`src/rtl/frac_divider.sv`:
```
// Restoring radix-2 unsigned divider: one quotient bit per cycle, fixed W+1 cycle
// latency from start to complete, with quotient and remainder held until the next result.
module frac_divider #(
  parameter int W    = 47,
  parameter int LG_W = 6
) (
  input  logic         clk,
  input  logic         reset,
  input  logic [W-1:0] srcA,
  input  logic [W-1:0] srcB,
  input  logic         start_div,
  output logic         ready,
  output logic         complete,
  output logic [W-1:0] y,
  output logic [W-1:0] rem
);

  typedef enum logic [1:0] {
    IDLE,
    DIVIDE,
    DONE
  } state_t;

  state_t          state, state_nxt;
  logic [W-1:0]    dvd_q;       // dividend shifts out MSB-first, quotient bits shift in at LSB
  logic [W-1:0]    dvs_q;
  logic [W:0]      prem_q;
  logic [LG_W-1:0] cnt_q;

  logic [W:0]      prem_shift;
  logic [W:0]      prem_nxt;
  logic            q_bit;

  // One restoring step; a zero divisor always subtracts, giving an all-ones quotient.
  // NOTE: every always_comb output gets a default first so no path can infer a latch.
  always_comb begin
    prem_shift = (prem_q << 1) | {{W{1'b0}}, dvd_q[W-1]};
    prem_nxt   = prem_shift;
    q_bit      = 1'b0;
    if (prem_shift >= {1'b0, dvs_q}) begin
      prem_nxt = prem_shift - {1'b0, dvs_q};
      q_bit    = 1'b1;
    end
  end

  always_comb begin
    state_nxt = state;
    case (state)
      IDLE:    if (start_div) state_nxt = DIVIDE;
      DIVIDE:  if (cnt_q == '0) state_nxt = DONE;
      DONE:    state_nxt = IDLE;
      default: state_nxt = IDLE;
    endcase
  end

  assign ready    = (state == IDLE);
  assign complete = (state == DONE);

  // NOTE: sequential state uses non-blocking assignments so every register samples pre-edge values.
  always_ff @(posedge clk) begin
    if (reset) begin
      state  <= IDLE;
      dvd_q  <= '0;
      dvs_q  <= '0;
      prem_q <= '0;
      cnt_q  <= '0;
      y      <= '0;
      rem    <= '0;
    end else begin
      state <= state_nxt;
      case (state)
        IDLE: begin
          if (start_div) begin
            dvd_q  <= srcA;
            dvs_q  <= srcB;
            prem_q <= '0;
            cnt_q  <= LG_W'(W - 1);
          end
        end
        DIVIDE: begin
          dvd_q  <= {dvd_q[W-2:0], q_bit};
          prem_q <= prem_nxt;
          cnt_q  <= cnt_q - 1'b1;
          // The final step's results are captured directly so y/rem are valid in DONE.
          if (cnt_q == '0) begin
            y   <= {dvd_q[W-2:0], q_bit};
            rem <= prem_nxt[W-1:0];
          end
        end
        default: ;
      endcase
    end
  end

endmodule

```
`config.mk`:
```
export PLATFORM = sky130hd
export DESIGN_NAME = frac_divider
export DESIGN_NICKNAME = d
export VERILOG_FILES = /design/src/rtl/frac_divider.sv
export SDC_FILE = /design/constraint.sdc
export NUM_CORES = 1
export LEC_CHECK = 0
export CAP_MARGIN = 30
export CORE_AREA = 3 3 128 223
export CTS_BUF_LIST = sky130_fd_sc_hd__clkbuf_4 sky130_fd_sc_hd__clkbuf_8
export CTS_CLUSTER_SIZE = 25
export DETAILED_ROUTE_END_ITERATION = 16
export DIE_AREA = 0 0 131 226
export PLACE_DENSITY = 0.69
export SYNTH_ARGS = -nofsm -noshare
export SYNTH_HDL_FRONTEND = slang
export SYNTH_SLANG_ARGS = --single-unit
```
`constraint.sdc`:
```
create_clock -name clk -period 3.9 [get_ports clk]
set_clock_uncertainty 0.2 [all_clocks]
set_input_delay 0.39 -clock clk [delete_from_list [all_inputs] [get_ports clk]]
set_output_delay 0.39 -clock clk [all_outputs]
set_load 0.02 [all_outputs]
```
Word level (Yosys, flattened, before mapping)
Index checks and enable logic that the tools add are counted.

Register bits after elaboration: 243. Input bits: 97. Logic and storage cells: 33.

$add $sub $neg: 2. Magnitude comparators: 1. Equality and inequality tests: 4. Muxes and demuxes: 11. Bitwise operators: 1. Reduce and logical (&&, ||, !) cells: 7.

Operators with widths (number): $pmux W47 S2 (2); $mux W47 (3); $ge A48 B47 Y1 (1); $or A48 B1 Y48 (1); $sub A47 B47 Y47 (1); $pmux W6 S2 (1); $reduce_and A2 Y1 (4); $logic_not A6 Y1 (1); $mux W6 (1); $sub A6 B1 Y6 const B (1); $mux W2 (2); $ne A2 B2 Y1 const B (2); $pmux W2 S2 (1); $eq A2 B1 Y1 const B (1); $eq A2 B2 Y1 const B (1); $logic_not A2 Y1 (1); $reduce_bool A2 Y1 (1); $mux W1 (1).

Depth between registers and ports, before layout
Gate-level depths: netlist of run 1.

Depth in word-level cells: 4. Mapped depth: 14. Gate-level depth less buffers: 12.

Worst setup path after synthesis of run 1
No wires, ideal clock.

Path kind: register to register. Start point: register dvd_q[46]. End point: register rem[46]. Setup time: 91 ps. Data arrival time: 2671 ps. Data required time: 3609 ps. Path slack: 938 ps. Stages on the path, launching flop included: 13. Clock period less this slack: 2962 ps. Cells stage by stage: dfxtp_1 -> inv_1 -> ha_1 -> fa_1 -> nor2b_1 -> o2111ai_1 -> a31oi_1 -> a221o_2 -> o21ai_2 -> o31a_2 -> o21ai_2 -> a2111oi_0 -> nor4bb_1.

Word-level cells in the longest chain between the ends: 3.

RTL lines: from (decl) (line 25) `logic [W-1:0] dvd_q;`; from (signal assigned) (line 74) `dvd_q <= srcA;`; from (signal assigned) (line 81) `dvd_q <= {dvd_q[W-2:0], q_bit};`; $or A48 B1 Y48 * (line 37) `prem_shift = (prem_q << 1) | {{W{1'b0}}, dvd_q[W-1]};`; $sub A47 B47 Y47 or $ge A48 B47 Y1 (tied branches) (line 41, 40); $mux W47 * (line 40) `if (prem_shift >= {1'b0, dvs_q}) begin`; to (signal assigned) (line 87) `rem <= prem_nxt[W-1:0];`; to (decl) (line 15) `output logic [W-1:0] rem`.

Every way passes the cells marked *; elsewhere a longest branch is shown, timed or not. A chain may end at the register's enable or synchronous reset.

Final worst setup path of run 1
Start point: register dvd_q[46]. End point: register rem[13].

Same word-level chain as after synthesis.

==> reports/qor.yml, run 1 <==
status:
  status: "complete, no violations"
yosys:
  synth_flop_cell: "dfxtp_1"
  async_flop_share_pct: 0
  yosysWarnings: 0
  yosys-top-cells-area: "dfxtp_1, nand2_1, a21oi_1, ha_1, a22oi_1"
  syn_avg_cell_area_um2: 7.746
  syn_area_um2: 12080
  syn_inst: 1559
  synth-seq-cells: 243
  ys_seq_area_share_pct: 40.28
  synthDistinctLibCells: 76
  yosysTopAreaCell: "dfxtp_1"
  synth.net_count: 1706
  synth_edf_count: 0
  synthDominantCellAreaShare_pct: 40.28
die:
  dieArea_um2: 29610
  start_util_pct: 45.08
  die_w_um: 131
  coreArea_um2: 26790
  die_h_um: 226
  boundaryPins: 193
  rows: 79
sta:
  fmax_ghz: 0.2820
  fin_crit_ps: 3546
  tns_ps: 0
  hold_viol: 0
  slew_headroom_pct: 41.18
  setup_viol: 0
  rsz0062_at_grt: "no"
  slew_violations: 0
  fin_crit_sh_pct: 90.92
  tightest_slew_ps: 879.6
final_layout:
  post-route-cell-area_um2: 15120
  layout.nets: 1856
  syn2layout_area_growth_pct: 25.20
  layout_common_cells: "nand2_1, dfxtp_1, a21oi_1, clkdlybuf4s50_1, nor2_1"
  num_antenna_cells: 0
  drive_above_1_share_pct: 6.801
  final_common_cell: "nand2_1"
  fillCellCount: 2558
route:
  drc: 0
  totalWireLength_um: 35600
  viasPerCell: 5.551
  wire_per_inst_um: 16.96
  vias: 11652
  dr.pass1.iters: 7
  ant_nets: 0
  drt-initial-drc-count: 654
cts:
  clk_path_buf_depth: 3
  clk_latency_ps: 550
  cts.clk_slew.worst_paths_ps: 60
  cts_setup_buffers: 0
  root_buffer: "clkbuf_8"
  numClockSinks: 243
  cts.repair.resized: 0
  cts_tree: "built"
  htreeDepth: 2
  postCtsHoldBufs: 1
  cts_made_buffers: 38
pwr:
  vdd_drop_max_mv: 0.5265
  power.leakage_nw: 5.672
  pwr_density_cell_nw_per_um2: 949.1
grt:
  track_usage_pct: 23.52
  grt_overflow: 0
  grt_max_degree: 92
  grt_antenna_before_repair: 0
  grt_pass1_wl_um: 56440
  grt_pass1_vias: 11444
place:
  place.detailed.hpwl_um: 25230
  place_area_um2: 14280
  gp_congestion: 0.8829
  portBuffers: 192
setup_path:
  start_kind: "flop"
  slowest_delay_ps: 380
  cp_max_fo: 14
  worstSetupPathType: "flop to flop"
  crit_chain: "inv_1 -> ha_1 -> fa_1 -> nor2b_1 -> o2111ai_1 -> a31oi_1 -> a221o_2 -> o21ai_1 -> nand2_2 -> buf_4 -> buf_4 -> o21ai_1 -> a211oi_1"
  critPathCaptureType: "flop"
  critical_path_arrival_ps: 3790
  cp_data_required_time_ps: 4150
  slowest_stage: "fa_1"
hold_path:
  hp-class: "input port to flop"
job:
  maxCapViolCount: 0
-- cell usage after synthesis (4+ instances only) --
| library cell | n |
|---|---|
| and2_1 | 5 |
| a221oi_1 | 6 |
| o21bai_1 | 9 |
| o21ai_1 | 20 |
| or3_1 | 6 |
| a311oi_1 | 5 |
| nor3b_1 | 4 |
| a22o_1 | 7 |
| clkbuf_1 | 89 |
| nor2_1 | 89 |
| nand3_1 | 21 |
| and4_1 | 4 |
| nand2_1 | 342 |
| a211oi_1 | 36 |
| o21a_1 | 12 |
| dfxtp_1 | 243 |
| nand2b_1 | 5 |
| xnor2_1 | 21 |
| buf_2 | 9 |
| inv_1 | 62 |
| o211ai_1 | 11 |
| a21boi_0 | 4 |
| buf_1 | 9 |
| o31a_1 | 6 |
| o21ai_0 | 61 |
| a21o_1 | 18 |
| ha_1 | 49 |
| nor4_1 | 5 |
| a31oi_1 | 6 |
| nand4_1 | 16 |
| a21oi_1 | 207 |
| and3_1 | 8 |
| mux2i_1 | 13 |
| nor3_1 | 19 |
| a32oi_1 | 8 |
| o31ai_1 | 6 |
| nor2b_1 | 10 |
| a22oi_1 | 47 |
| or2_2 | 4 |
| xor2_1 | 11 |
| mux2_2 | 4 |
-- power by group --
part / switching (mW) / leakage, nW / internal, mW / total, mW
Combinational: 5.50 / 3.27 / 3.50 / 9.00
Sequential: 0.276 / 1.98 / 2.82 / 3.10
Clock: 0.985 / 0.427 / 1.27 / 2.25
-- routing by layer --
| layer | GRT usage [%] | vias to the layer above | share of wire, % |
|---|---|---|---|
| met1 | 24.63 | 5415 | 37 |
| met4 | 8.967 | 0 | 3.4 |
| li1 | - | 5757 | - |
| met2 | 43.80 | 389 | 52 |
| met3 | 6.107 | 91 | 6.9 |
| met5 | 0 | - | 0 |
-- final cells by class --
type,instances,area [um2],share of cell area (%)
clock buffer,59,737.0,4.874
clock inverter,7,62.56,0.4138
inverter,62,232.7,1.539
multi-input combinational,1145,6578,43.50
sequential,243,4865,32.17
tap,364,455.4,3.012
timing repair buffer,219,2190,14.48
-- flip-flops by register name (all words and copies together), names as in the netlist --
signal	flops
state	2
dvs_q	47
rem	47
prem_q	47
cnt_q	6
dvd_q	47
y	47
-- path summary, 6_finish.rpt --
path / startpoint / endpoint / slack, ps / cells past startpoint
max reg2reg: dvd_q[46]$_SDFFE_PP0P_ / rem[13]$_SDFFE_PP0P_ / 350 / 13
max: dvd_q[46]$_SDFFE_PP0P_ / rem[13]$_SDFFE_PP0P_ / 350 / 13
min: srcB[37] / dvs_q[37]$_SDFFE_PP0P_ / 190 / 3
min reg2reg: y[42]$_SDFFE_PP0P_ / y[42]$_SDFFE_PP0P_ / 250 / 2
-- metrics by stage --
stage	setup slack, ps	util, %	std cells	total power, mW	hold WS (ps)
after floorplan	937.9	-	1559	9.671	236.3
after global placement	520.4	53.20	2029	11.92	242.0
after detailed placement	414.8	53.32	2031	12.01	246.5
after CTS	369.3	56.34	2098	14.33	152.3
after global routing	98.43	56.44	2099	15.36	181.1
final	354.0	56.44	2099	14.35	190.2
-- logic make-up after synthesis --
kind of cell	count (synthesis)	synth area share, %
and+or+nand+nor	547	19.32
AOI/OAI and AO/OA	499	25.88
DFF	243	40.28
buffers and inverters	171	5.501
adders and majority gates	50	5.242
xor gates and xnor gates	32	2.321
muxes	17	1.450
-- critical path, delay by kind of cell (launching register included) --
kind	cells	cell delay, ps
compound gates	6	1280
fa+ha+maj	2	600
buf+inv	3	510
flops	1	350
simple gates	2	490
Note: power is estimated with default switching activity, not from simulation.
==> run 2, diff against run 1 <==
--- a/config.mk
+++ b/config.mk
@@ -12,6 +12,7 @@
 export DETAILED_ROUTE_END_ITERATION = 16
 export DIE_AREA = 0 0 131 226
 export PLACE_DENSITY = 0.69
+export SLEW_MARGIN = 30
 export SYNTH_ARGS = -nofsm -noshare
 export SYNTH_HDL_FRONTEND = slang
 export SYNTH_SLANG_ARGS = --single-unit
==> run 2 against run 1 <==
Cell count about the same. Global-route usage decreased by 0.063 points. Count of clock-buffer cells in the layout increased by 6. Sequential share of layout area decreased by 0.058 points. Sequential power about the same. Critical path type unchanged. Register-to-register slack improved by 20 ps. Largest cell class unchanged. Combinational power about the same. Total power increased by 0.69%. Wire length about the same. Critical path depth increased by 1. Sequential cell count unchanged.
==> reports/qor.yml, run 2 (synthesized netlist as in run 1, its figures left out) <==
status:
  status: "complete, no violations"  # unchanged
grt:
  track_usage_pct: 23.46  # was 23.52%
  grt_antenna_before_repair: 0  # unchanged
  grt_pass1_wl_um: 56240  # was 56440 um
  grt_overflow: 0  # unchanged
  grt_pass1_vias: 11302  # was 11444
  grt_max_degree: 92  # unchanged
cts:
  cts_setup_buffers: 0  # unchanged
  cts_made_buffers: 38  # unchanged
  postCtsHoldBufs: 1  # unchanged
  cts.clk_slew.worst_paths_ps: 60  # about the same
  cts.repair.resized: 0  # unchanged
  clk_path_buf_depth: 3  # unchanged
  htreeDepth: 2  # unchanged
  root_buffer: "clkbuf_8"  # unchanged
  cts_tree: "built"  # unchanged
  numClockSinks: 243  # unchanged
  clk_latency_ps: 580  # was 550 ps
final_layout:
  final_common_cell: "nand2_1"  # unchanged
  instances_no_fill: 2101  # was 2099
  post-route-cell-area_um2: 15150  # was 15120 um2
  drive_above_1_share_pct: 6.855  # was 6.801%
  layout_common_cells: "nand2_1, dfxtp_1, a21oi_1, clkdlybuf4s50_1, nor2_1"  # unchanged
  fillCellCount: 2589  # was 2558
  layout.nets: 1854  # was 1856
  syn2layout_area_growth_pct: 25.42  # was 25.20%
  utilization_pct: 56.55  # was 56.44%
job:
  maxCapViolCount: 0  # unchanged
sta:
  rsz0062_at_grt: "no"  # unchanged
  holdWs_ps: 162.7  # was 190.2 ps
  tightest_slew_ps: 859.9  # was 879.6 ps
  slew_violations: 0  # unchanged
  slew_headroom_pct: 42.50  # was 41.18%
  fin_crit_sh_pct: 90.35  # was 90.92%
  hold_viol: 0  # unchanged
  tns_ps: 0  # unchanged
  fin_crit_ps: 3524  # was 3546 ps
  fmax_ghz: 0.2838  # was 0.2820 GHz
  worst_slack_ps: 376.2  # was 354.0 ps
  setup_viol: 0  # unchanged
route:
  route.met3.wl_um: 2458  # was 2444 um
  drt-initial-drc-count: 607  # was 654
  dr.pass1.iters: 5  # was 7
  viasPerCell: 5.518  # was 5.551
  wire_per_inst_um: 16.93  # was 16.96 um
  drc: 0  # unchanged
  drt-met1-wl_um: 13550  # was 13250 um
  dr.max_layer_used: "met4"  # unchanged
  vias: 11593  # was 11652
  route.met2.wl_um: 18240  # was 18680 um
  ant_nets: 0  # unchanged
  totalWireLength_um: 35570  # was 35600 um
die:
  boundaryPins: 193  # unchanged
  die_w_um: 131  # unchanged
  dieArea_um2: 29610  # unchanged
  start_util_pct: 45.08  # unchanged
  coreArea_um2: 26790  # unchanged
  die_h_um: 226  # unchanged
  rows: 79  # unchanged
setup_path:
  worst-path-buf-inv: 3  # unchanged
  critical_path_arrival_ps: 3740  # was 3790 ps
  start_kind: "flop"  # unchanged
  worstSetupPathType: "flop to flop"  # unchanged
  crit_chain: "inv_1 -> ha_1 -> fa_1 -> nor2b_1 -> o2111ai_1 -> a31oi_1 -> a221o_2 -> o21ai_1 -> nand2_2 -> buf_4 -> buf_4 -> nand2_1 -> o21ai_1 -> a211oi_1"  # was inv_1 -> ha_1 -> fa_1 -> nor2b_1 -> o2111ai_1 -> a31oi_1 -> a221o_2 -> o21ai_1 -> nand2_2 -> buf_4 -> buf_4 -> o21ai_1 -> a211oi_1
  cp_data_required_time_ps: 4110  # was 4150 ps
  critPathCaptureType: "flop"  # unchanged
  cp_max_fo: 14  # unchanged
  slowest_delay_ps: 380  # about the same
  slowest_stage: "fa_1"  # unchanged
  crit_family: "compound AO/OA/AOI/OAI gates"  # unchanged
place:
  pre_cts_ws_ps: 398.1  # was 414.8 ps
  dp_cells: 2030  # was 2031
  place.detailed.hpwl_um: 25190  # was 25230 um
  portBuffers: 192  # unchanged
  place_area_um2: 14280  # about the same
  gp_congestion: 0.8829  # unchanged
pwr:
  total_power_mw: 14.45  # was 14.35 mW
  vdd_drop_max_mv: 0.4750  # was 0.5265 mV
  pwr_density_cell_nw_per_um2: 954.0  # was 949.1 nW/um2
  power.leakage_nw: 5.685  # was 5.672 nW
hold_path:
  hp-class: "input port to flop"  # unchanged
## run 2: worst paths after layout
check                         start               endpoint  slack, ps  depth (start not counted)
max          dvd_q[46]$_SDFFE_PP0P_   rem[11]$_SDFFE_PP0P_        380                         14
min                         srcB[2]  dvs_q[2]$_SDFFE_PP0P_        160                          3
max reg2reg  dvd_q[46]$_SDFFE_PP0P_   rem[11]$_SDFFE_PP0P_        380                         14
min reg2reg      y[42]$_SDFFE_PP0P_     y[42]$_SDFFE_PP0P_        250                          2
## run 2: final cells by class
type	instances	area [um2]	area share, %
Antenna cell	1	2.502	0.01652
Clock buffer	65	825.8	5.452
Clock inverter	4	27.53	0.1817
Inverter	62	232.7	1.536
Multi-Input combinational cell	1145	6584	43.47
Sequential cell	243	4865	32.12
Tap cell	364	455.4	3.007
Timing Repair Buffer	217	2155	14.22
## run 2: routing by layer
layer	track usage, %	vias up
met5	0	-
met4	9.698	0
met3	6.036	94
met2	42.25	361
met1	25.54	5384
li1	-	5754
## run 2: power by group
| group | total, mW | switching, mW | internal (mW) |
|---|---|---|---|
| Sequential | 3.09 | 0.275 | 2.82 |
| Clock | 2.37 | 1.03 | 1.34 |
| Combinational | 8.99 | 5.49 | 3.50 |
## run 2: worst register-to-register path: stages, from the launching register on
cell       delay [ps]
dfxtp_1           360
inv_1              50
ha_1              220
fa_1              380
nor2b_1           210
o2111ai_1         180
a31oi_1           310
a221o_2           300
o21ai_1           140
nand2_2           280
buf_4             260
buf_4             200
nand2_1            60
o21ai_1           120
a211oi_1          100
